--- src/rtl/fetch_pkg.sv ---
// fetch_pkg: shared opcode constants, queue entry type and immediate decoders
// for the instruction-fetch front end.
package fetch_pkg;

  // Width of the pc field carried in each queue entry; fetch_unit's XLEN must match it.
  localparam int PKG_XLEN = 32;

  localparam logic [6:0] OPC_JAL    = 7'b1101111;
  localparam logic [6:0] OPC_BRANCH = 7'b1100011;

  typedef struct packed {
    logic [PKG_XLEN-1:0] pc;
    logic [31:0]         instr;
    logic                pred_taken;
  } fetch_entry_t;

  // Sign-extended B-type immediate (conditional branches).
  function automatic logic [31:0] b_imm(input logic [31:0] instr);
    return {{19{instr[31]}}, instr[31], instr[7], instr[30:25], instr[11:8], 1'b0};
  endfunction

  // Sign-extended J-type immediate (JAL).
  function automatic logic [31:0] j_imm(input logic [31:0] instr);
    return {{11{instr[31]}}, instr[31], instr[19:12], instr[20], instr[30:21], 1'b0};
  endfunction

endpackage

--- src/rtl/fetch_fifo.sv ---
// fetch_fifo: DEPTH-entry synchronous queue of fetch entries. The head is read
// straight out of register storage, so it holds still while nothing is popped.
// flush empties the queue in one edge; reset also clears the storage so the
// head reads as zero out of reset.
module fetch_fifo
  import fetch_pkg::*;
#(
  parameter int DEPTH = 4
) (
  input  logic                   clk,
  input  logic                   reset,
  input  logic                   push,
  input  logic                   pop,
  input  logic                   flush,
  input  fetch_entry_t           push_entry,
  output fetch_entry_t           head,
  output logic [$clog2(DEPTH):0] count,
  output logic                   full,
  output logic                   empty
);

  localparam int AW = $clog2(DEPTH);

  fetch_entry_t   mem [DEPTH];
  logic [AW-1:0]  wptr;
  logic [AW-1:0]  rptr;
  logic           do_pop;

  assign full   = (count == ($clog2(DEPTH) + 1)'(DEPTH));
  assign empty  = (count == '0);
  assign do_pop = pop && !empty;
  assign head   = mem[rptr];

  // Pointer, occupancy and storage update; flush wins over push and pop.
  always_ff @(posedge clk) begin
    if (reset) begin
      wptr  <= '0;
      rptr  <= '0;
      count <= '0;
      for (int i = 0; i < DEPTH; i++) mem[i] <= '0;
    end else if (flush) begin
      wptr  <= '0;
      rptr  <= '0;
      count <= '0;
    end else begin
      if (push) begin
        mem[wptr] <= push_entry;
        wptr      <= wptr + 1'b1;
      end
      if (do_pop) rptr <= rptr + 1'b1;
      case ({push, do_pop})
        2'b10:   count <= count + 1'b1;
        2'b01:   count <= count - 1'b1;
        default: count <= count;
      endcase
    end
  end

endmodule

--- src/rtl/fetch_unit.sv ---
// fetch_unit: owns the PC, issues one request per cycle to a 1-cycle-latency
// instruction memory and queues {pc, instr} for decode behind a valid/ready
// handshake. Execute redirects with redirect_valid, which flushes everything.
// Optional feature macro: FETCH_STATIC_PREDICT_EN (JAL and backward branches
// predicted taken at queue-push time, costing one bubble).
module fetch_unit
  import fetch_pkg::*;
#(
  parameter int              XLEN     = PKG_XLEN,
  parameter int              DEPTH    = 4,
  parameter logic [XLEN-1:0] RESET_PC = '0
) (
  input  logic            clk,
  input  logic            reset,
  output logic            imem_req,
  output logic [XLEN-1:0] imem_addr,
  input  logic [31:0]     imem_rdata,
  input  logic            redirect_valid,
  input  logic [XLEN-1:0] redirect_pc,
  output logic            out_valid,
  input  logic            out_ready,
  output logic [XLEN-1:0] out_pc,
  output logic [31:0]     out_instr,
  output logic            out_pred_taken
);

  localparam int CW = $clog2(DEPTH) + 1;

  logic [XLEN-1:0] pc;
  logic [XLEN-1:0] inflight_pc;
  logic            inflight;
  logic            drop;
  logic [CW-1:0]   count;
  logic            full;
  logic            empty;
  logic            issue;
  logic            push;
  logic            pop;
  logic            pred_taken;
  logic [XLEN-1:0] pred_target;
  logic [XLEN-1:0] redirect_target;
  fetch_entry_t    push_entry;
  fetch_entry_t    head;

  // Only issue when the queue is guaranteed room for the response, counting
  // the one already in flight; a redirect cycle never issues.
  assign issue    = !reset && !redirect_valid && ((int'(count) + int'(inflight)) < DEPTH);
  assign imem_req  = issue;
  assign imem_addr = pc;

  // The issue rule already keeps the queue from overflowing; !full is a hard backstop.
  assign push = inflight && !drop && !redirect_valid && !full;
  assign pop  = out_valid && out_ready;

  assign redirect_target = redirect_pc & ~XLEN'(3);
  assign push_entry      = '{pc: inflight_pc, instr: imem_rdata, pred_taken: pred_taken};

  assign out_valid      = !empty;
  assign out_pc         = head.pc;
  assign out_instr      = head.instr;
  assign out_pred_taken = head.pred_taken;

`ifdef FETCH_STATIC_PREDICT_EN
  // Static prediction on the arriving instruction: JAL and backward branches go taken.
  always_comb begin
    pred_taken  = 1'b0;
    pred_target = inflight_pc;
    if (imem_rdata[6:0] == OPC_JAL) begin
      pred_taken  = 1'b1;
      pred_target = inflight_pc + XLEN'(signed'(j_imm(imem_rdata)));
    end else if (imem_rdata[6:0] == OPC_BRANCH && imem_rdata[31]) begin
      pred_taken  = 1'b1;
      pred_target = inflight_pc + XLEN'(signed'(b_imm(imem_rdata)));
    end
  end
`else
  assign pred_taken  = 1'b0;
  assign pred_target = inflight_pc;
`endif

  // PC, in-flight tracking and drop flag; reset beats redirect beats prediction.
  always_ff @(posedge clk) begin
    if (reset) begin
      pc          <= RESET_PC;
      inflight    <= 1'b0;
      inflight_pc <= '0;
      drop        <= 1'b0;
    end else if (redirect_valid) begin
      pc       <= redirect_target;
      inflight <= 1'b0;
      drop     <= 1'b0;
    end else begin
      inflight <= issue;
      if (issue) inflight_pc <= pc;
      if (inflight && drop) drop <= 1'b0;
      if (push && pred_taken) begin
        pc   <= pred_target;
        drop <= issue;
      end else if (issue) begin
        pc <= pc + XLEN'(4);
      end
    end
  end

  fetch_fifo #(
    .DEPTH(DEPTH)
  ) u_fifo (
    .clk       (clk),
    .reset     (reset),
    .push      (push),
    .pop       (pop),
    .flush     (redirect_valid),
    .push_entry(push_entry),
    .head      (head),
    .count     (count),
    .full      (full),
    .empty     (empty)
  );

endmodule

--- config.mk ---
export PLATFORM = sky130hd
export DESIGN_NAME = fetch_unit
export DESIGN_NICKNAME = d
export VERILOG_FILES = /design/src/rtl/fetch_pkg.sv /design/src/rtl/fetch_fifo.sv /design/src/rtl/fetch_unit.sv
export SDC_FILE = /design/constraint.sdc
export NUM_CORES = 1
export LEC_CHECK = 0
export ABC_AREA = 1
export BUFFER_PORTS_ARGS = -buffer_cell sky130_fd_sc_hd__buf_2
export CORE_MARGIN = 2
export CORE_UTILIZATION = 53
export CTS_CLUSTER_DIAMETER = 80
export DETAILED_ROUTE_END_ITERATION = 12
export PLACE_DENSITY = 0.76
export SETUP_SLACK_MARGIN = 0.4
export SLEW_MARGIN = 30
export SYNTH_ARGS = -nofsm -noshare
export SYNTH_HDL_FRONTEND = slang
export SYNTH_SLANG_ARGS = --single-unit
--- constraint.sdc ---
create_clock -name clk -period 6.28 [get_ports clk]
set_input_delay 1.256 -clock clk [delete_from_list [all_inputs] [get_ports clk]]
set_output_delay 1.256 -clock clk [all_outputs]
set_load 0.05 [all_outputs]
==> results of run 1 <==
## final timing paths
| path | startpoint | to | slack (ps) | depth (start not counted) |
|---|---|---|---|---|
| max | reset | imem_req | 2210 | 6 |
| min | u_fifo.rptr[1]$_SDFFE_PP0P_ | register | 460 | 2 |
| max reg2reg | u_fifo.wptr[1]$_SDFFE_PP0P_ | u_fifo.mem[1][58]$_SDFFCE_PN0P_ | 3490 | 5 |
| min reg2reg | u_fifo.rptr[1]$_SDFFE_PP0P_ | register | 460 | 2 |
## logic make-up after synthesis
family	Yosys count
AO/OA/AOI/OAI	287
XOR/XNOR	1
adder cells (fa/ha/maj)	3
buffers and inverters	250
flip-flops	318
other	1
AND/OR/NAND/NOR	647
## stage by stage
stage	power [µW]	instances	hold WS, ps	area, µm²	utilization, %
after CTS	4810	1994	460	16300	61.0
after floorplan	2770	1511	430	14300	-
after global routing	4930	1994	505	16300	61.0
after detailed placement	2890	1933	449	15200	57.0
after global placement	2880	1933	444	15200	56.9
final	4790	1994	458	16300	61.0
## critical path, delay by kind of cell
kind / cells / cell delay, ps
buffers and inverters: 4 / 1090
and+or+nand+nor: 2 / 430
## flip-flops by register name, indices dropped and copies added (netlist names), named ones only
name          count
u_fifo.mem      248
imem_addr        30
inflight_pc      30
u_fifo.count      3
u_fifo.rptr       2
u_fifo.wptr       2
inflight          1
## metal layers
metal / vias to the layer above / track usage, % / part of all wire [%] / wire, µm
met5: - / 0 / 0 / 0
met4: 0 / 8.21 / 2.4 / 807
met3: 51 / 3.01 / 8.3 / 2790
met2: 512 / 40.7 / 48 / 16300
met1: 5082 / 31.2 / 41 / 13700
li1: 5264 / - / - / -
## placed cells by master (no fill, tap or decap), drive strengths merged, types with 5 or more instances in the layout
| master | Yosys | final |
|---|---|---|
| nor2 | 401 | 401 |
| edfxtp | 248 | 248 |
| nand2 | 177 | 177 |
| buf | 28 | 171 |
| o21ai | 165 | 165 |
| inv | 160 | 160 |
| dfxtp | 70 | 70 |
| o22ai | 62 | 62 |
| nand3 | 57 | 57 |
| clkbuf | 62 | 43 |
| a21oi | 37 | 37 |
| clkinv | 0 | 16 |
| a211oi | 15 | 15 |
| nand4 | 6 | 6 |
| conb | 1 | 5 |
## where the power goes
group	switching [µW]	total [µW]	internal, µW
sequential	44.0	2400	2360
clock	801	1950	1150
combinational	344	443	98.9
## final cells by class
type,instances,share of cell area [%]
flip-flops and latches,318,54.3
multi-input cells,943,27.3
clock buffers,43,5.76
repair buffers,171,5.45
inverters,160,3.72
well taps,341,2.62
clock inverters,18,0.905
==> metrics, run 1 <==
status=finished clean; largest net degree at the start of global routing=97; DIE WIDTH=168 µm; CTS root buf=clkbuf_16; Setup Total Neg Slack=0 ps; post-synthesis simple-gate area fraction=18.9%; Period Utilization, post-route=64.8%; clock tree sinks=318; Post-CTS Setup Inserts=0; first-pass GRT wire length=52.9 mm; Post-route DRC=0; multiplexer share of the synthesized area=0%; Largest stage delay, worst path=360 ps; GRT Overall Usage=23.7%; EDFF count, synth=248; worst skew pair latency=520 ps; core area=26700 µm²; Synth area leaders=edfxtp_1, nor2_1, dfxtp_1; Die H=168 µm; die area=28300 µm²; Setup crit start kind=input port; most frequent CP cell=buf_2; Power Dens Cells=294 nW/µm²; post-detailed-route count of antenna-violating nets=0; WS Path Type=input port to output pin; worst-margin pin slew=965 ps; leakage power=0.00679 µW; fill cell count=2248; Nets=1699; Layout area overhead=14.3%; Avg Inst Size Synth=9.47 µm²; Initial DRC Count=1079; share of layout cells above drive strength 1=16.8%; Crit. End Element=output pin; number of global-route vias before repair=10534; Final Skew=22.9 ps; XOR/XNOR Fraction of Synth Area=0.0614%; Post-synth top cells=nor2_1, edfxtp_1, nand2_1; # IOs=167; Inserted Diodes=0; ys flop type=edfxtp_1; CTS Buf Count=34; hold-fix buffers at CTS=0; grt total ovfl=0; Total Wirelength=33.5 mm; async set or reset register ratio after synthesis=0%; post-DR vias/cell=5.47; clock transition at the registers of the reported paths=60 ps; CP required=5020 ps; post-layout min period=4070 ps; Initial Util=53.4%; RSZ-0062 raised after global routing=no; Hold Crit Class=register to register; post-synthesis adder-cell area fraction=0.316%; most common cell in the synthesized netlist=nor2_1; PortBufs=159; First-pass DRT Iterations=6; final worst slack=2210 ps; share of the synthesized area in the top cell type=52.2%; final hold vios=0; relative slew slack=35.6%; Rows=60; Pins Over Slew Limit=0; post-CTS sizing=0; Max FO, Critical Path=37; VDD IR max=0.182 mV; Setup Slack @ Placement=2130 ps; endpoints failing setup=0; critical path arrival=2810 ps; post-synth top area cell=edfxtp_1; WL per Instance=16.8 µm; TritonCTS clock tree=built; largest family of logic cells by synthesized area=simple AND/OR/NAND/NOR gates; Gate Count Post-Synth=1507; Yosys cell types=33; RePlAce Congestion=0.859; post-synthesis sequential area ratio=62.0%; Yosys Warn Count=0; crit-path cells=buf_2, nor2_4, nand3_4, inv_2, buf_4, buf_2; f_max=246 MHz; Post-Syn Area=14300 µm²; CTS H-Tree Depth=2; Multi-input gate area=4450 µm²; antenna violations before repair=0; Compound-Gate Fraction of Synth Area=11.5%; Register Area=8850 µm²; DR vias=10909; Slowest-stage cell, CP=buf_2; CTS Buffer Depth=3; max cap viols=0; flops & latches, synth=318; hpwl dp=18.9 mm
Note: power is estimated with default switching activity, not from simulation.
==> run 2, diff against run 1 <==
ABC_AREA = 0   (was 1)
CORE_UTILIZATION = 52   (was 53)
PLACE_DENSITY = 0.75   (was 0.76)
clock period = 3.29 ns   (was 6.28 ns; I/O delays follow)
==> metrics, run 2 <==
Yosys cell types=55; async set or reset register ratio after synthesis=0%; Post-synth top cells=edfxtp_1, nor2_1, nand2_1; CTS Buf Count=34; post-CTS sizing=0; CTS root buf=clkbuf_16; number of placed cells counting well taps=1534; RSZ-0062 raised after global routing=no; leakage power=0.00638 µW; Avg Inst Size Synth=12.6 µm²; final hold vios=0; grt total ovfl=0; Synth area leaders=edfxtp_1, dfxtp_1, mux4_2; hpwl dp=17.9 mm; sw frac=23.4%; post-layout min period=2700 ps; clock transition at the registers of the reported paths=60 ps; CP required=2630 ps; clock tree sinks=318; WL per Instance=18.4 µm; Pins Over Slew Limit=0; First-pass DRT Iterations=5; Nets=1309; DIE WIDTH=166 µm; Initial Util=52.7%; CTS H-Tree Depth=2; antenna violations before repair=0; cell-internal power=6660 µW; WS Path Type=register to output pin; CTS Buffer Depth=3; fin area=15900 µm²; Final Skew=10.1 ps; power share of the combinational group=8.2%; Layout area overhead=16.0%; Initial DRC Count=595; fin util=61.2%; Final Non-Filler Cells=1594; most common cell after layout, fill and taps aside=edfxtp_1; flops & latches, synth=318; Yosys Warn Count=0; most flop-heavy register=u_fifo.mem; f_max=370 MHz; Post-Syn Area=13700 µm²; Post-route DRC=0; # IOs=167; reg2reg path depth=10; post-DR vias/cell=5.44; critical path arrival=2050 ps; EDFF count, synth=248; Power Dens Cells=548 nW/µm²; Setup crit start kind=register; hold-fix buffers at CTS=0; worst skew pair latency=500 ps; TritonCTS clock tree=built; Hold Crit Class=input port to register; GRT Overall Usage=21.4%; worst-margin pin slew=807 ps; die area=27600 µm²; relative slew slack=46.2%; commonest non-fill, non-tap cells in the layout=edfxtp_1, nor2_1, buf_2, nand2_1, inv_1; Total Wirelength=29.3 mm; first-pass GRT wire length=46.9 mm; Clock power frac=39.2%; Worst Hold Launch=redirect_pc[4]; endpoints failing setup=0; share of the synthesized area in the top cell type=54.5%; hold path depth=3; Inserted Diodes=0; Largest register FFs=248; ys flop type=edfxtp_1; share of layout cells above drive strength 1=24.4%; Max FO, Critical Path=17; post-synth top area cell=edfxtp_1; VDD IR max=0.331 mV; Gate Count Post-Synth=1083; max cap viols=0; most common cell in the synthesized netlist=edfxtp_1; Crit. End Element=output pin; DR vias=8678; PortBufs=159; Post-CTS Setup Inserts=3; Die H=166 µm; post-synthesis sequential area ratio=64.8%; largest net degree at the start of global routing=79; Worst R2R Start=u_fifo.count[0]$_SDFFE_PP0P_; Sw Pwr=2030 µW; RePlAce Congestion=0.794; Placed Area=14900 µm²; Rows=59; status=finished clean; post-detailed-route count of antenna-violating nets=0; core area=25900 µm²; number of global-route vias before repair=8761; Period Utilization, post-route=82.2%; Reg power frac=52.6%
==> run 2: critical path: stages (launching register included) <==
cell and delay (ps):
dfxtp_2 660, buf_4 310, mux4_2 350, buf_2 230
==> run 2: area by class of cell <==
cell class	instances	area [µm²]
multi-input cells	616	4200
well taps	335	419
repair buffers	186	1100
fillers	2006	10100
clock buffers	50	942
flip-flops and latches	318	8850
inverters	82	310
clock inverters	7	32.5
==> run 2: worst paths after layout <==
path	slack, ps	endpoint
worst max-delay path	590	out_pc[13]
worst max register to register	840	u_fifo.count[2]$_SDFFE_PP0P_
worst min-delay path	400	imem_addr[4]$_SDFFE_PP0P_
worst min register to register	460	inflight_pc[6]$_SDFFE_PP0P_
==> run 2: cell families (layout without fill, tap and decap cells) <==
kind of cell	count (synthesis)	count (layout)	synth area share, %
adder cells (fa/ha/maj)	3	3	0.330
flip-flops	318	318	64.8
XOR/XNOR	29	29	1.86
buffers and inverters	153	325	4.92
AND/OR/NAND/NOR	419	419	13.3
multiplexers	69	69	10.7
AO/OA/AOI/OAI	91	91	4.10
other	1	5	0.0274
==> run 2: stage by stage <==
stage                     TNS, ps  setup WS, ps  hold WS [ps]  total power, µW
after CTS                       0           549           389             8750
after global routing            0           503           407             8950
after floorplan            -25090          -202           437             5150
after global placement          0           797           444             5350
after detailed placement        0           749           448             5370
final                           0           585           399             8690
==> run 2: power groups by stage <==
stage / logic [µW] / clock network (µW) / registers, µW
3_3_place_gp: 711 / 0 / 4640
2_1_floorplan: 441 / 0 / 4710
6_report: 715 / 3410 / 4570
3_5_place_dp: 718 / 0 / 4650
5_1_grt: 759 / 3610 / 4590
4_1_cts: 722 / 3460 / 4570
==> run 2: routing by layer <==
| metal | track usage (%) | up-vias | share of wire (%) |
|---|---|---|---|
| met5 | 0 | - | 0 |
| met4 | 5.86 | 0 | 2.1 |
| met3 | 3.57 | 45 | 6.8 |
| met2 | 35.8 | 331 | 49 |
| met1 | 29.4 | 4202 | 42 |
| li1 | - | 4100 | - |
==> run 3, diff against run 2 <==
ABC_AREA = 1   (was 0)
CORE_UTILIZATION = 53   (was 52)
PLACE_DENSITY = 0.76   (was 0.75)
clock period = 2.4 ns   (was 3.29 ns; I/O delays follow)
==> metrics, run 3 (synthesis results as in run 1) <==
worst skew pair latency=530 ps; Final Skew=27.8 ps; Post-route DRC=0; worst-margin pin slew=873 ps; endpoints failing setup=0; fill cell count=1736; Max FO, Critical Path=12; Nets=1761; GRT Overall Usage=27.2%; antenna violations before repair=0; post-DR vias/cell=5.76; Initial DRC Count=1261; Worst R2R Start=u_fifo.count[1]$_SDFFE_PP0P_; TritonCTS clock tree=built; RSZ-0062 raised after global routing=yes; CTS H-Tree Depth=2; largest net degree at the start of global routing=63; Worst Hold Launch=redirect_pc[4]; crit-path cells=buf_4, buf_16, o21ai_1, o22ai_4, buf_8; DIE WIDTH=168 µm; WL per Instance=20.3 µm; clock transition at the registers of the reported paths=60 ps; CTS Buffer Depth=3; status=finished clean; Power Dens Cells=685 nW/µm²; number of global-route vias before repair=11137; CTS root buf=clkbuf_16; First-pass DRT Iterations=5; Inserted Diodes=0; commonest non-fill, non-tap cells in the layout=nor2_1, edfxtp_1, nand2_1, inv_1, buf_2; hpwl dp=20.5 mm; post-layout min period=2390 ps; clock tree sinks=318; WS Path Type=register to output pin; Hold Crit Class=input port to register; post-detailed-route count of antenna-violating nets=0; share of layout cells above drive strength 1=30.7%; Initial Util=53.4%; Largest stage delay, worst path=470 ps; PortBufs=159; Setup crit start kind=register; Crit. End Element=output pin; most common cell after layout, fill and taps aside=nor2_1; # IOs=167; core area=26700 µm²; Total Wirelength=41.8 mm; Final Hold Slack=258 ps; max cap viols=0; CP required=1920 ps; relative slew slack=41.8%; grt total ovfl=0; Largest register FFs=248; Final Non-Filler Cells=2055; final hold vios=0; Pins Over Slew Limit=0; Period Utilization, post-route=99.5%; hold-fix buffers at CTS=0; die area=28300 µm²; Die H=168 µm; DR vias=11831; number of placed cells counting well taps=1951; Layout area overhead=35.4%; first-pass GRT wire length=59.7 mm; VDD IR max=0.467 mV; CTS Buf Count=34; leakage power=0.00769 µW; Slowest-stage cell, CP=dfxtp_4; most flop-heavy register=u_fifo.mem; Rows=60; RePlAce Congestion=0.917; critical path arrival=1910 ps; f_max=419 MHz
[run 3: timing repair]
item                       4_1_cts  5_1_grt
gates resized for setup        311      115
setup endpoints to repair       64       66
pin swaps                        8        8
gates cloned                    12        4
setup buffers                   14       14
[run 3: path summary, 6_finish.rpt]
check	cells past startpoint	endpoint	slack, ps
max	5	out_pc[18]	10
min	3	imem_addr[4]$_SDFFE_PP0P_	260
max reg2reg	9	u_fifo.mem[0][45]$_SDFFCE_PN0P_	520
min reg2reg	1	u_fifo.count[2]$_SDFFE_PP0P_	470
[run 3: metrics by stage]
stage / power (µW) / setup slack (ps) / instance area, µm² / utilization (%) / TNS, ps
5_1_grt: 13600 / -42.9 / 19300 / 72.3 / -194
4_1_cts: 13100 / -12.3 / 18700 / 70.1 / -36.3
3_3_place_gp: 7690 / 253 / 16400 / 61.3 / 0
6_report: 13200 / 11.7 / 19300 / 72.3 / 0
2_1_floorplan: 7350 / 158 / 15200 / - / 0
3_5_place_dp: 7710 / 254 / 16400 / 61.3 / 0
[run 3: area by class of cell]
| class | instances | area (µm²) | area share, % |
|---|---|---|---|
| multi-input combinational | 943 | 5960 | 30.9 |
| tap | 341 | 427 | 2.21 |
| sequential | 318 | 8860 | 45.9 |
| timing repair buffer | 233 | 2310 | 12.0 |
| clock inverter | 17 | 223 | 1.15 |
| clock buffer | 43 | 905 | 4.68 |
| inverter | 160 | 631 | 3.26 |
[run 3: power by group]
part           internal (µW)  switching, µW
Sequential              6170            157
Clock                   3220           2160
Combinational            504           1030
Total                   9890           3340
[run 3: worst max-delay path, delay by kind of cell (launching register included)]
kind                   cells  cell delay [ps]
buffers and inverters      3              530
AO/OA/AOI/OAI              2              380
flip-flops                 1              470
[run 3: routing by layer]
layer / share of wire [%] / GRT usage, % / up-vias / wire, µm
li1: - / - / 5413 / -
met1: 37 / 34.5 / 5606 / 15300
met2: 50 / 47.0 / 686 / 21000
met3: 9.1 / 4.33 / 126 / 3820
met4: 4.0 / 11.2 / 0 / 1650
met5: 0 / 0 / - / 0
